--- config.mk ---
export PLATFORM = sky130hd
export DESIGN_NAME = mem_access_unit_flat
export DESIGN_NICKNAME = d
export VERILOG_FILES = /design/src/rtl/mau_pkg.sv /design/src/rtl/mem_access_unit_if.sv /design/src/rtl/mau_lane.sv /design/src/rtl/mem_access_unit.sv /design/src/flat_wrapper.sv
export SDC_FILE = /design/constraint.sdc
export NUM_CORES = 1
export LEC_CHECK = 0
export ABC_AREA = 1
export CORE_ASPECT_RATIO = 2
export CORE_MARGIN = 4
export CORE_UTILIZATION = 49
export CTS_CLUSTER_SIZE = 24
export DETAILED_ROUTE_END_ITERATION = 8
export PLACE_DENSITY = 0.88
export SETUP_SLACK_MARGIN = 0.3
export SKIP_CTS_REPAIR_TIMING = 1
export SLEW_MARGIN = 20
export SYNTH_ARGS = -nofsm -noshare
export SYNTH_HDL_FRONTEND = slang
export SYNTH_SLANG_ARGS = --single-unit
--- constraint.sdc ---
create_clock -name clk -period 3.3 [get_ports clk]
set_clock_uncertainty 0.2 [all_clocks]
set_input_delay 0.33 -clock clk [delete_from_list [all_inputs] [get_ports clk]]
set_output_delay 0.33 -clock clk [all_outputs]
set_load 0.02 [all_outputs]
--- src/rtl/mau_pkg.sv ---
// Shared types and constants for the memory access unit.
package mau_pkg;

  // Depth of the attached data memory in 32-bit words.
  localparam int unsigned MEM_WORDS_DEFAULT = 32;

  typedef enum logic [1:0] {
    SZ_BYTE = 2'b00,
    SZ_HALF = 2'b01,
    SZ_WORD = 2'b10,
    SZ_RSVD = 2'b11
  } size_e;

  typedef enum logic [1:0] {
    S_IDLE,
    S_READ,
    S_WRITE,
    S_RESP
  } state_e;

  // Request is rejected for a reserved size, misalignment or an index past the memory.
  function automatic logic req_error(input logic [31:0] addr, input size_e size,
                                     input int unsigned words);
    logic bad;
    bad = 1'b0;
    if (size == SZ_RSVD) bad = 1'b1;
    if ((size == SZ_HALF) && addr[0]) bad = 1'b1;
    if ((size == SZ_WORD) && (addr[1:0] != 2'b00)) bad = 1'b1;
    if ({2'b00, addr[31:2]} >= words) bad = 1'b1;
    return bad;
  endfunction

endpackage

--- src/rtl/mem_access_unit_if.sv ---
// Request/response handshake between the datapath and the memory access unit.
interface mem_access_unit_if;
  logic        req_valid;
  logic        req_ready;
  logic        req_we;
  logic [1:0]  req_size;
  logic        req_signed;
  logic [31:0] req_addr;
  logic [31:0] req_wdata;
  logic        resp_valid;
  logic [31:0] resp_rdata;
  logic        resp_err;

  modport master (
    output req_valid, req_we, req_size, req_signed, req_addr, req_wdata,
    input  req_ready, resp_valid, resp_rdata, resp_err
  );

  modport slave (
    input  req_valid, req_we, req_size, req_signed, req_addr, req_wdata,
    output req_ready, resp_valid, resp_rdata, resp_err
  );
endinterface

--- src/rtl/mau_lane.sv ---
// Little-endian lane handling: load extraction/extension and sub-word store merge.
module mau_lane
  import mau_pkg::*;
(
  input  logic [31:0] word_i,
  input  logic [15:0] wdata_i,
  input  logic [1:0]  off_i,
  input  size_e       size_i,
  input  logic        signed_i,
  output logic [31:0] ext_o,
  output logic [31:0] merged_o
);

  logic [7:0]  byte_sel;
  logic [15:0] half_sel;

  // Select the addressed lane and extend it to a full word.
  always_comb begin
    byte_sel = word_i[{off_i, 3'b000} +: 8];
    half_sel = off_i[1] ? word_i[31:16] : word_i[15:0];
    case (size_i)
      SZ_BYTE: ext_o = {{24{signed_i & byte_sel[7]}}, byte_sel};
      SZ_HALF: ext_o = {{16{signed_i & half_sel[15]}}, half_sel};
      default: ext_o = word_i;
    endcase
  end

  // Replace the addressed lane(s) of the old word, leaving other bytes untouched.
  always_comb begin
    merged_o = word_i;
    case (size_i)
      SZ_BYTE: merged_o[{off_i, 3'b000} +: 8] = wdata_i[7:0];
      SZ_HALF: begin
        if (off_i[1]) merged_o[31:16] = wdata_i;
        else          merged_o[15:0]  = wdata_i;
      end
      default: merged_o = word_i;
    endcase
  end

endmodule

--- src/rtl/mem_access_unit.sv ---
// Load/store initiator: request latch, error check, FSM and registered memory port.
module mem_access_unit
  import mau_pkg::*;
#(
  parameter int unsigned MEM_WORDS = MEM_WORDS_DEFAULT
) (
  input  logic                    clk,
  input  logic                    rst_n,
  mem_access_unit_if.slave        bus,
  output logic [31:0]             AM,
  output logic [31:0]             DM_,
  output logic                    EW,
  input  logic [31:0]             DM
);

  state_e      state_q, state_d;
  logic        we_q, we_d;
  size_e       size_q, size_d;
  logic        sgn_q, sgn_d;
  logic [1:0]  off_q, off_d;
  logic [15:0] wlo_q, wlo_d;
  logic [31:0] am_q, am_d;
  logic [31:0] dmw_q, dmw_d;
  logic        ew_q, ew_d;
  logic [31:0] rdata_q, rdata_d;
  logic        err_q, err_d;

  logic [31:0] lane_ext;
  logic [31:0] lane_merged;
  size_e       req_size;

  assign req_size = size_e'(bus.req_size);

  mau_lane u_lane (
    .word_i   (DM),
    .wdata_i  (wlo_q),
    .off_i    (off_q),
    .size_i   (size_q),
    .signed_i (sgn_q),
    .ext_o    (lane_ext),
    .merged_o (lane_merged)
  );

  // State register.
  always_ff @(posedge clk) begin
    if (!rst_n) state_q <= S_IDLE;
    else        state_q <= state_d;
  end

  // Next state, request latch and next memory-port values.
  // Memory-port values are computed one state ahead so AM/DM_/EW are
  // registered and already settled for the whole READ/WRITE cycle.
  always_comb begin
    state_d = state_q;
    we_d    = we_q;
    size_d  = size_q;
    sgn_d   = sgn_q;
    off_d   = off_q;
    wlo_d   = wlo_q;
    am_d    = am_q;
    dmw_d   = dmw_q;
    ew_d    = 1'b0;
    rdata_d = rdata_q;
    err_d   = err_q;
    case (state_q)
      S_IDLE: begin
        if (bus.req_valid) begin
          we_d    = bus.req_we;
          size_d  = req_size;
          sgn_d   = bus.req_signed;
          off_d   = bus.req_addr[1:0];
          wlo_d   = bus.req_wdata[15:0];
          rdata_d = '0;
          if (req_error(bus.req_addr, req_size, MEM_WORDS)) begin
            err_d   = 1'b1;
            state_d = S_RESP;
          end else begin
            err_d = 1'b0;
            am_d  = {2'b00, bus.req_addr[31:2]};
            if (bus.req_we && (req_size == SZ_WORD)) begin
              dmw_d   = bus.req_wdata;
              ew_d    = 1'b1;
              state_d = S_WRITE;
            end else begin
              state_d = S_READ;
            end
          end
        end
      end
      S_READ: begin
        if (we_q) begin
          dmw_d   = lane_merged;
          ew_d    = 1'b1;
          state_d = S_WRITE;
        end else begin
          rdata_d = lane_ext;
          state_d = S_RESP;
        end
      end
      S_WRITE: state_d = S_RESP;
      S_RESP:  state_d = S_IDLE;
      default: state_d = S_IDLE;
    endcase
  end

  // Datapath and memory-port registers.
  always_ff @(posedge clk) begin
    if (!rst_n) begin
      we_q    <= 1'b0;
      size_q  <= SZ_BYTE;
      sgn_q   <= 1'b0;
      off_q   <= '0;
      wlo_q   <= '0;
      am_q    <= '0;
      dmw_q   <= '0;
      ew_q    <= 1'b0;
      rdata_q <= '0;
      err_q   <= 1'b0;
    end else begin
      we_q    <= we_d;
      size_q  <= size_d;
      sgn_q   <= sgn_d;
      off_q   <= off_d;
      wlo_q   <= wlo_d;
      am_q    <= am_d;
      dmw_q   <= dmw_d;
      ew_q    <= ew_d;
      rdata_q <= rdata_d;
      err_q   <= err_d;
    end
  end

  assign bus.req_ready  = (state_q == S_IDLE);
  assign bus.resp_valid = (state_q == S_RESP);
  assign bus.resp_err   = (state_q == S_RESP) && err_q;
  assign bus.resp_rdata = (state_q == S_RESP) ? rdata_q : '0;
  assign AM             = am_q;
  assign DM_            = dmw_q;
  assign EW             = ew_q;

endmodule
--- src/flat_wrapper.sv ---
// flat-port wrapper written by rule: the top's interface ports become plain ports
module mem_access_unit_flat import mau_pkg::*;
#(
  parameter int unsigned MEM_WORDS = MEM_WORDS_DEFAULT
)
  (clk, rst_n, AM, DM_, EW, DM, bus_req_valid, bus_req_we, bus_req_size, bus_req_signed, bus_req_addr, bus_req_wdata, bus_req_ready, bus_resp_valid, bus_resp_rdata, bus_resp_err);
  mem_access_unit_if bus_i ();
  input  logic clk;
  input  logic rst_n;
  output logic [31:0] AM;
  output logic [31:0] DM_;
  output logic EW;
  input  logic [31:0] DM;
  input wire logic [$bits(bus_i.req_valid)-1:0] bus_req_valid;
  input wire logic [$bits(bus_i.req_we)-1:0] bus_req_we;
  input wire logic [$bits(bus_i.req_size)-1:0] bus_req_size;
  input wire logic [$bits(bus_i.req_signed)-1:0] bus_req_signed;
  input wire logic [$bits(bus_i.req_addr)-1:0] bus_req_addr;
  input wire logic [$bits(bus_i.req_wdata)-1:0] bus_req_wdata;
  output wire logic [$bits(bus_i.req_ready)-1:0] bus_req_ready;
  output wire logic [$bits(bus_i.resp_valid)-1:0] bus_resp_valid;
  output wire logic [$bits(bus_i.resp_rdata)-1:0] bus_resp_rdata;
  output wire logic [$bits(bus_i.resp_err)-1:0] bus_resp_err;
  assign bus_i.req_valid = bus_req_valid;
  assign bus_i.req_we = bus_req_we;
  assign bus_i.req_size = bus_req_size;
  assign bus_i.req_signed = bus_req_signed;
  assign bus_i.req_addr = bus_req_addr;
  assign bus_i.req_wdata = bus_req_wdata;
  assign bus_req_ready = bus_i.req_ready;
  assign bus_resp_valid = bus_i.resp_valid;
  assign bus_resp_rdata = bus_i.resp_rdata;
  assign bus_resp_err = bus_i.resp_err;
  mem_access_unit #(.MEM_WORDS(MEM_WORDS)) u_core (.clk(clk), .rst_n(rst_n), .bus(bus_i), .AM(AM), .DM_(DM_), .EW(EW), .DM(DM));
endmodule
# After elaboration in Yosys (flattened, before gate mapping)
# Cells that the tools add are included.
# word_totals
regBits,120
elab_cells,75
rom_bits,0
latchBits,0
ram_bits,0
n_memories,0
out_inout_bits,100
# classes
n_div,0
n_lt_le_gt_ge,1
n_eq_ne,12
n_shift,3
mul,0
mux,32
add_sub_neg,1
reduce_logical,12
bitwise_logic,3
# ops
operator,count
$pmux 32 s2,4
$mux 32,7
$mux 16,3
$bwmux 32,1
$shift 8x7->32 const A,1
$shiftx 32x6->8,1
$shiftx 8x7->32,1
$ge 30x6->1 const B,1
$mux 1,12
$eq 2x2->1 const B,4
$pmux 2 s4,1
$neg 5->7,1
$eq 2x1->1 const B,3
$mux 2,3
$ne 2x2->1 const B,3
$reduce_and 3->1,2
$reduce_and 5->1,1
$logic_and 1x1->1,4
$logic_not 2->1,2
$ne 2x1->1 const B,2
$reduce_bool 2->1,2
$and 1x1->1,2
$pmux 1 s2,1
$reduce_and 2->1,1
$not 1->1,1

# Depth between registers and ports, before layout
# Gate-level depths: netlist (run 1).
# logic_depth
word_depth,10
mapped_depth,15
ltp_nobuf,11

# Hierarchy
# Synthesis (run 1) repeated with hierarchy kept, for this count alone.
# unflattened
cells_unflattened,1231
area_unflattened_um2,7509.7
# by_module_without_submodules
mod,cells_each,seq_area_each_um2,area_each_um2,n_inst
mem_access_unit,791,2402.3,5265.0,1
mau_lane,440,0.0,2244.7,1

# Worst setup path before layout (run 1)
# No wires, ideal clock.
# synth_timing
path_type,reg-to-reg
from,reg u_core.off_q[1]
to,"reg u_core.dmw_q[1], in the netlist u_core.DM_[1]"
t_arrival_ps,2081
path_slack_ps,956
path_stages_with_launch,15
synth_period_minus_slack_ps,2344
path_cell_list,dfxtp_1 buf_6 inv_2 buf_2 ha_1 buf_2 inv_1 nand2_1 o21ai_0 nand2_1 nand3_1 o21ai_0 nand3_1 nand2_1 nor2_1
# synth_via
elab_chain_len,6
elab_cells_between_ends,8
# synth_lines
item,line,text
from (decl),mem_access_unit.sv:20,"logic [1:0] off_q, off_d;"
from (signal assigned),mem_access_unit.sv:112,off_q <= '0;
from (signal assigned),mem_access_unit.sv:123,off_q <= off_d;
$neg 5->7,mau_lane.sv:32,"SZ_BYTE: merged_o[{off_i, 3'b000} +: 8] = wdata_i[7:0];"
$shiftx 8x7->32 or $shift 8x7->32 (tied branches),mau_lane.sv:32,
$bwmux 32,mau_lane.sv:32,
$pmux 32 s2 (*),mau_lane.sv:31,case (size_i)
$mux 32 (*),mem_access_unit.sv:91,if (we_q) begin
$pmux 32 s2 (*),mem_access_unit.sv:65,case (state_q)
to (signal assigned),mem_access_unit.sv:126,dmw_q <= dmw_d;
to (decl),mem_access_unit.sv:23,"logic [31:0] dmw_q, dmw_d;"
# Every way passes the cells marked *; elsewhere a longest branch is shown, timed or not. The select of a mux whose other input is x is not followed.
# A chain may end at the register's enable or synchronous reset.

# Worst setup path in the final report (run 1)
# layout_timing
from,reg u_core.state_q[0]
to,out bus_resp_rdata[18]
# layout_via
elab_chain_len,2
# layout_lines
item,line,text
from (decl),mem_access_unit.sv:16,"state_e state_q, state_d;"
from (signal assigned),mem_access_unit.sv:47,else state_q <= state_d;
$eq 2x2->1,mem_access_unit.sv:136,assign bus.resp_rdata = (state_q == S_RESP) ? rdata_q : '0;
$mux 32,mem_access_unit.sv:136,
to (decl),flat_wrapper.sv:22,output wire logic [$bits(bus_i.resp_rdata)-1:0] bus_resp_rdata;
# Every way passes these cells.

==> results of run 1 <==
[metrics by stage]
step	total power [W]	util [%]	area (sq um)
floorplan	0.00330	-	7150
global placement	0.00405	63.8	9160
detailed placement	0.00407	63.8	9160
CTS	0.00604	68.1	9770
global route	0.00635	68.1	9770
finish	0.00606	68.1	9770
[worst min-delay path, delay by kind of cell]
| family | cells | cell delay (ns) |
|---|---|---|
| buffers and inverters | 1 | 0.15 |
| AO/OA/AOI/OAI | 2 | 0.12 |
[cell usage after synthesis, types with 2 or more instances]
| cell | instances |
|---|---|
| dfxtp_1 | 120 |
| ha_1 | 9 |
| o211ai_1 | 15 |
| buf_6 | 3 |
| clkbuf_1 | 29 |
| buf_2 | 37 |
| a21oi_1 | 148 |
| nand3b_1 | 2 |
| or2_2 | 10 |
| buf_1 | 3 |
| nor2_1 | 90 |
| buf_4 | 4 |
| nand3_1 | 113 |
| inv_1 | 134 |
| nand4_1 | 10 |
| clkinv_1 | 2 |
| nand2_1 | 253 |
| a21oi_2 | 8 |
| o21ai_1 | 26 |
| a31oi_1 | 3 |
| o2111ai_1 | 4 |
| inv_2 | 9 |
| nand3_2 | 7 |
| o21ai_0 | 82 |
| nor2_4 | 5 |
[registers in the layout, summed over array words and instances, names as in the netlist]
signal,flops
u_core.state_q,2
u_core.we_q,1
u_core.AM,30
u_core.EW,1
u_core.sgn_q,1
u_core.DM_,32
u_core.off_q,2
u_core.err_q,1
u_core.rdata_q,32
u_core.wlo_q,16
u_core.size_q,2
[kinds of logic (layout without fill, tap and decap cells)]
family / count (synthesis) / count (layout) / synth area share (%)
other: 1 / 2 / 0.0524
buffers and inverters: 222 / 395 / 13.0
flip-flops: 120 / 120 / 33.6
AND/OR/NAND/NOR: 494 / 494 / 30.2
adder cells (fa/ha/maj): 9 / 9 / 1.57
AO/OA/AOI/OAI: 289 / 289 / 21.6
[routing by layer]
layer  vias up  part of all wire (%)
met2       403                    51
met1      3739                    36
met5         -                     0
met4         0                   6.7
met3       111                   5.9
li1       4003                     -
[final cells by class]
| type | count | area, sq um | share of cell area, % |
|---|---|---|---|
| Clock buffer | 18 | 429 | 4.39 |
| Clock inverter | 14 | 188 | 1.92 |
| Inverter | 145 | 544 | 5.57 |
| Multi-Input combinational cell | 794 | 3820 | 39.1 |
| Sequential cell | 120 | 2400 | 24.6 |
| Tap cell | 192 | 240 | 2.46 |
| Timing Repair Buffer | 218 | 2140 | 21.9 |
[power by group through the flow]
| stage | clock network [W] | logic (W) | registers (W) |
|---|---|---|---|
| after floorplan | 0 | 0.00140 | 0.00190 |
| after global placement | 0 | 0.00222 | 0.00183 |
| after detailed placement | 0 | 0.00224 | 0.00183 |
| after CTS | 0.00198 | 0.00225 | 0.00180 |
| after global routing | 0.00204 | 0.00249 | 0.00183 |
| final | 0.00196 | 0.00229 | 0.00181 |
[worst max path at each step]
| stage | start | endpoint | cells after the start | slack (ns) |
|---|---|---|---|---|
| after global placement | bus_req_size[1] | u_core.DM_[18]$_SDFFE_PN0P_ | 9 | 0.83 |
| after global routing | u_core.state_q[0]$_SDFFE_PN0P_ | bus_resp_rdata[18] | 5 | 0.33 |
| after detailed placement | bus_req_size[1] | u_core.DM_[3]$_SDFFE_PN0P_ | 9 | 0.76 |
| after floorplan | u_core.off_q[1]$_SDFFE_PN0P_ | u_core.DM_[1]$_SDFFE_PN0P_ | 14 | 0.96 |
| final | u_core.state_q[0]$_SDFFE_PN0P_ | bus_resp_rdata[18] | 5 | 0.46 |
| after CTS | u_core.state_q[0]$_SDFFE_PN0P_ | bus_resp_rdata[17] | 5 | 0.45 |
==> results.txt, run 1 <==
----------------------------------------------------
[Outcome]
  Run status ... finished, violations left
  Failing checks ... DRC

[Pwr]
  Static Leakage ... 4.33 nW
  Cell internal pwr ... 0.00365 W
  Power share of the combinational group ... 37.7%
  Clk network pwr share ... 32.4%
  Part of the total power dissipated in sequential elements ... 29.9%
  Net load switching power ... 0.00240 W
  Max VDD drop ... 0.741 mV
  Power per standard cell area ... 620 nW/um^2
  Switching fraction of total power ... 39.7%

[Setup path]
  Required time of the worst setup path ... 2.77 ns
  Worst reg2reg path depth ... 11
  FF-to-FF setup slack ... 0.68 ns
  Reg-to-reg critical path endpoint ... u_core.DM_[6]$_SDFFE_PN0P_
  CP Class ... reg -> out
  Cell with the biggest individual delay on the critical path ... clkdlybuf4s50_1
  Type of element capturing the critical path ... primary output
  Cell family with the largest share of critical-path delay ... buffers and inverters
  Largest stage delay on the critical path ... 0.61 ns
  Number of buffers and inverters on the critical path ... 3
  Data arrival time of the critical path ... 2.31 ns
  Worst reg2reg path startpoint ... u_core.off_q[1]$_SDFFE_PN0P_
  Cell breakdown of the critical path ... ha_1 > buf_12 > nand2_1 > inv_1 > clkdlybuf4s50_1
  Startpoint Class ... flop
  Critical Path Fanout Max ... 22

[Synthesis]
  Proportion of synthesized flip-flops having asynchronous set or reset ... 0%
  Seq cells post-synth ... 120
  Yosys warns ... 0
  Mean instance size in the synthesized netlist ... 6.30 sq um
  Netlist area before placement ... 7150 sq um
  Cell taking the most area after synthesis ... dfxtp_1
  Synthesized instance count ... 1135
  Cell variety after synth ... 34
  Primary flip-flop cell chosen by synthesis mapping ... dfxtp_1
  Most area-consuming cells after synthesis ... dfxtp_1 34%, nand2_1 13%, a21oi_1 10%, nand3_1 7.9%, inv_1 7.0%
  Proportion of synthesized chip area in sequential cells ... 33.6%
  Number of enable flip-flop cells after synthesis ... 0
  Share of the synthesized area in the top cell type ... 33.6%

[Clocking]
  Clock tree from TritonCTS ... done
  Maximum clock insertion buffer count ... 2
  Clock tree sinks ... 120
  # H-tree levels ... 4
  Latest clock arrival within the worst-skew pair ... 0.42 ns
  Clock transition at the registers of the reported paths ... 0.06 ns
  CTS root buf ... clkbuf_16
  Number of buffers added by the clock tree synthesis step ... 17

[Final layout]
  Fill count ... 1294
  Commonest non-fill, non-tap cell in the layout ... nand2_1
  Count of placed standard cells in the final layout, fillers left out ... 1501
  Most frequent cells in the layout ... 253 x nand2_1, 199 x clkdlybuf4s50_1, 148 x a21oi_1
  N_diodes ... 0
  Share of post-route cells with drive strength above 1 ... 7.18%
  Final layout net count ... 1408
  Area added between synthesis and finish ... 36.7%

[Timing]
  Count of pins over their slew limit ... 0
  Setup slack of the critical path after layout ... 0.456 ns
  Setup TNS ... 0 ns
  Hold Worst Slack ... 0.0384 ns
  Number of setup violations in the final report ... 0
  Worst-margin pin slew ... 0.604 ns
  Timing-limited maximum frequency ... 352 MHz
  Worst max-slew margin expressed relative to the limit ... 59.6%
  Final hold violation count ... 0
  Final period util ... 86.2%
  Final Critical Period ... 2.84 ns
  RSZ-0062 raised after global routing ... no

[Global route]
  GR Layer Usage met2 ... 56.5%
  Via count of the first global-routing pass ... 7938
  Number of antenna violations at the first check in global routing ... 0
  Leftover overflow at the end of global routing ... 0
  First-pass GRT wire length ... 41.5 mm
  Maximum number of pins on one net before global-route repair ... 53
  Global-route layer with the greatest usage ... met2
  All-layer global routing usage ... 31.9%
  Met3 track demand over resource in global routing ... 5.71%
  GR Layer Usage met1 ... 34.0%

[Placement]
  Total placed cells including tap cells ... 1469
  HPWL Detailed ... 20.3 mm
  Post-placement worst setup slack ... 0.762 ns
  Quantity of I/O buffers inserted on ports ... 200
  Routability Congestion ... 1.05

[Floorplan]
  Floorplan Core Area ... 14400 sq um
  Top-level port count ... 203
  Die Area ... 16700 sq um
  Initial Utilization ... 49.8%
  Die span in x ... 93.4 microns
  Height of the die ... 179 microns
  Standard-cell rows ... 62

[Detailed routing]
  # DRC ... 1
  Wirelength, routed ... 26.8 mm
  TritonRoute pass-1 iters ... 9
  Detailed router's first-iteration violation count ... 799
  Vias after detailed routing ... 8256
  Routed via count divided by cell count ... 5.50
  Antenna violation net count after detailed routing ... 0
  Detail-routed net length per standard cell ... 17.8 microns

[Hold path]
  Capture endpoint of the worst hold path ... u_core.size_q[0]$_SDFFE_PN0P_
  Hold Crit Start ... rst_n
  Worst min path class ... in -> reg
  Hold path cells ... 3

[Flow run]
  Max Cap Viol ... 0

----------------------------------------------------
No activity file was read; power rests on OpenSTA's default activity.
==> run 2, diff against run 1 <==
--- a/config.mk
+++ b/config.mk
@@ -11,7 +11,7 @@
 export CORE_UTILIZATION = 49
 export CTS_CLUSTER_SIZE = 24
 export DETAILED_ROUTE_END_ITERATION = 8
-export PLACE_DENSITY = 0.88
+export PLACE_DENSITY = 0.79
 export SETUP_SLACK_MARGIN = 0.3
 export SKIP_CTS_REPAIR_TIMING = 1
 export SLEW_MARGIN = 20
==> run 2 against run 1 <==
The run now ends clean. Worst setup slack improved by 0.024 ns. Utilization decreased by 0.38 points. Cell area decreased by 0.56%. Non-clock buffer count decreased by 3. Via count decreased by 1.1%. Combinational power about the same. Clock power decreased by 6%. First-iteration DRC count decreased by 24%. Register-to-register slack improved by 0.15 ns. Global-route usage about the same. Critical path depth unchanged. Critical endpoint unchanged. Largest cell class unchanged. Highest routed layer unchanged.
==> results.txt, run 2 (synthesized netlist as in run 1, its figures left out) <==
----------------------------------------------------
[Outcome]
  Run status ... finished, final reports clean (was finished, violations left)

[Setup path]
  Critical Path Fanout Max ... 23 (was 22)
  FF-to-FF setup slack ... 0.83 ns (was 0.68 ns)
  Worst reg2reg path startpoint ... u_core.size_q[1]$_SDFFE_PN0P_ (was u_core.off_q[1]$_SDFFE_PN0P_)
  Endpoint of the worst setup timing path ... bus_resp_rdata[18] (unchanged)
  Data arrival time of the critical path ... 2.29 ns (was 2.31 ns)
  Reg-to-reg critical path endpoint ... u_core.rdata_q[20]$_SDFFE_PN0P_ (was u_core.DM_[6]$_SDFFE_PN0P_)
  Required time of the worst setup path ... 2.77 ns (about the same)
  Type of element capturing the critical path ... primary output (unchanged)
  CP startpoint ... u_core.state_q[0]$_SDFFE_PN0P_ (unchanged)
  CP Class ... reg -> out (unchanged)
  Startpoint Class ... flop (unchanged)
  Worst reg2reg path depth ... 9 (was 11)

[Detailed routing]
  # DRC ... 0 (was 1)
  TritonRoute pass-1 iters ... 5 (was 9)
  Wirelength, routed ... 26.6 mm (was 26.8 mm)
  Detailed router's first-iteration violation count ... 609 (was 799)
  Routed via count divided by cell count ... 5.45 (was 5.50)
  Detail-routed net length per standard cell ... 17.7 microns (was 17.8 microns)
  Antenna violation net count after detailed routing ... 0 (unchanged)
  Vias after detailed routing ... 8169 (was 8256)

[Final layout]
  Commonest non-fill, non-tap cell in the layout ... nand2_1 (unchanged)
  Total area of multi-input combinational cells ... 3820 sq um (unchanged)
  Sequential cell area ... 2400 sq um (unchanged)
  Most frequent cells in the layout ... 253 x nand2_1, 199 x clkdlybuf4s50_1, 148 x a21oi_1 (unchanged)
  Fill count ... 1329 (was 1294)
  Final layout net count ... 1405 (was 1408)
  Area added between synthesis and finish ... 35.9% (was 36.7%)
  Share of post-route cells with drive strength above 1 ... 6.89% (was 7.18%)
  N_diodes ... 0 (unchanged)

[Timing]
  Worst max-slew margin expressed relative to the limit ... 50.1% (was 59.6%)
  Worst-margin pin slew ... 0.749 ns (was 0.604 ns)
  Count of pins over their slew limit ... 0 (unchanged)
  Final hold violation count ... 0 (unchanged)
  Final Critical Period ... 2.82 ns (was 2.84 ns)
  Timing-limited maximum frequency ... 355 MHz (was 352 MHz)
  Setup TNS ... 0 ns (unchanged)
  Number of setup violations in the final report ... 0 (unchanged)
  Final period util ... 85.5% (was 86.2%)
  RSZ-0062 raised after global routing ... no (unchanged)

[Placement]
  Routability Congestion ... 1.02 (was 1.05)
  Quantity of I/O buffers inserted on ports ... 200 (unchanged)
  HPWL Detailed ... 20.1 mm (was 20.3 mm)

[Flow run]
  Max Cap Viol ... 0 (unchanged)

[Floorplan]
  Die span in x ... 93.4 microns (unchanged)
  Height of the die ... 179 microns (unchanged)
  Top-level port count ... 203 (unchanged)
  Standard-cell rows ... 62 (unchanged)
  Die Area ... 16700 sq um (unchanged)
  Initial Utilization ... 49.8% (unchanged)
  Floorplan Core Area ... 14400 sq um (unchanged)

[Pwr]
  Power per standard cell area ... 608 nW/um^2 (was 620 nW/um^2)
  Static Leakage ... 4.30 nW (was 4.33 nW)
  Max VDD drop ... 0.439 mV (was 0.741 mV)
  Final total power ... 0.00590 W (was 0.00606 W)

[Clocking]
  CTS root buf ... clkbuf_16 (unchanged)
  Clock transition at the registers of the reported paths ... 0.06 ns (about the same)
  Number of buffers added by the clock tree synthesis step ... 17 (unchanged)
  Maximum clock insertion buffer count ... 2 (unchanged)
  Clock tree from TritonCTS ... done (unchanged)
  # H-tree levels ... 4 (unchanged)
  Latest clock arrival within the worst-skew pair ... 0.41 ns (was 0.42 ns)
  Clock tree sinks ... 120 (unchanged)

[Global route]
  Via count of the first global-routing pass ... 8014 (was 7938)
  First-pass GRT wire length ... 41.6 mm (was 41.5 mm)
  Number of antenna violations at the first check in global routing ... 0 (unchanged)
  Leftover overflow at the end of global routing ... 0 (unchanged)
  Maximum number of pins on one net before global-route repair ... 53 (unchanged)
  All-layer global routing usage ... 31.9% (about the same)

[Hold path]
  Worst min path class ... reg -> reg (was in -> reg)

----------------------------------------------------
[run 2: critical path, cell delays in order, from the launching register on]
cell,delay (ns)
dfxtp_1,0.39
ha_1,0.52
buf_12,0.23
nand2_1,0.06
inv_1,0.05
clkdlybuf4s50_1,0.62
[run 2: report_power, final]
group | switching (W) | internal, W | leakage [nW]
combinational | 0.00148 | 0.000797 | 3.04
clock | 0.000690 | 0.00115 | 0.279
sequential | 0.000151 | 0.00164 | 0.977
[run 2: stage by stage]
step                      setup WS (ns)  instances  hold slack (ns)  instance area [sq um]  utilization [%]
after floorplan                   0.956       1136            0.244                   7150                -
after global placement            0.861       1466            0.242                   9130             63.6
after detailed placement          0.839       1466            0.248                   9130             63.6
after CTS                         0.451       1498            0.257                   9720             67.7
after global routing              0.311       1498            0.279                   9720             67.7
final                             0.480       1498            0.259                   9720             67.7
[run 2: worst min path at each step]
stage                                          start                         end  depth (start not counted)
after CTS                  u_core.AM[8]$_SDFFE_PN0P_   u_core.AM[8]$_SDFFE_PN0P_                          2
after detailed placement  u_core.AM[25]$_SDFFE_PN0P_  u_core.AM[25]$_SDFFE_PN0P_                          2
after global routing      u_core.AM[12]$_SDFFE_PN0P_  u_core.AM[12]$_SDFFE_PN0P_                          2
after floorplan             u_core.we_q$_SDFFE_PN0P_    u_core.we_q$_SDFFE_PN0P_                          2
final                      u_core.AM[8]$_SDFFE_PN0P_   u_core.AM[8]$_SDFFE_PN0P_                          2
after global placement     u_core.AM[8]$_SDFFE_PN0P_   u_core.AM[8]$_SDFFE_PN0P_                          2
[run 2: cell type report]
cell class,count,area share (%)
repair buffers,215,21.8
well taps,192,2.47
flip-flops and latches,120,24.7
multi-input cells,794,39.4
clock buffers,21,4.74
clock inverters,11,1.27
inverters,145,5.60
[run 2: metal layers]
layer | vias to the layer above | track usage, % | wire [microns]
met4 | 0 | 22.0 | 1820
met1 | 3668 | 32.7 | 9270
met3 | 108 | 7.43 | 1850
met5 | - | 0 | 0
li1 | 3999 | - | -
met2 | 394 | 56.3 | 13600
==> run 3, diff against run 2 <==
--- a/config.mk
+++ b/config.mk
@@ -14,7 +14,6 @@
 export PLACE_DENSITY = 0.79
 export SETUP_SLACK_MARGIN = 0.3
 export SKIP_CTS_REPAIR_TIMING = 1
-export SLEW_MARGIN = 20
 export SYNTH_ARGS = -nofsm -noshare
 export SYNTH_HDL_FRONTEND = slang
 export SYNTH_SLANG_ARGS = --single-unit
==> results of run 3 <==
No change in the layout: final DEF, timing and power equal those of run 2.
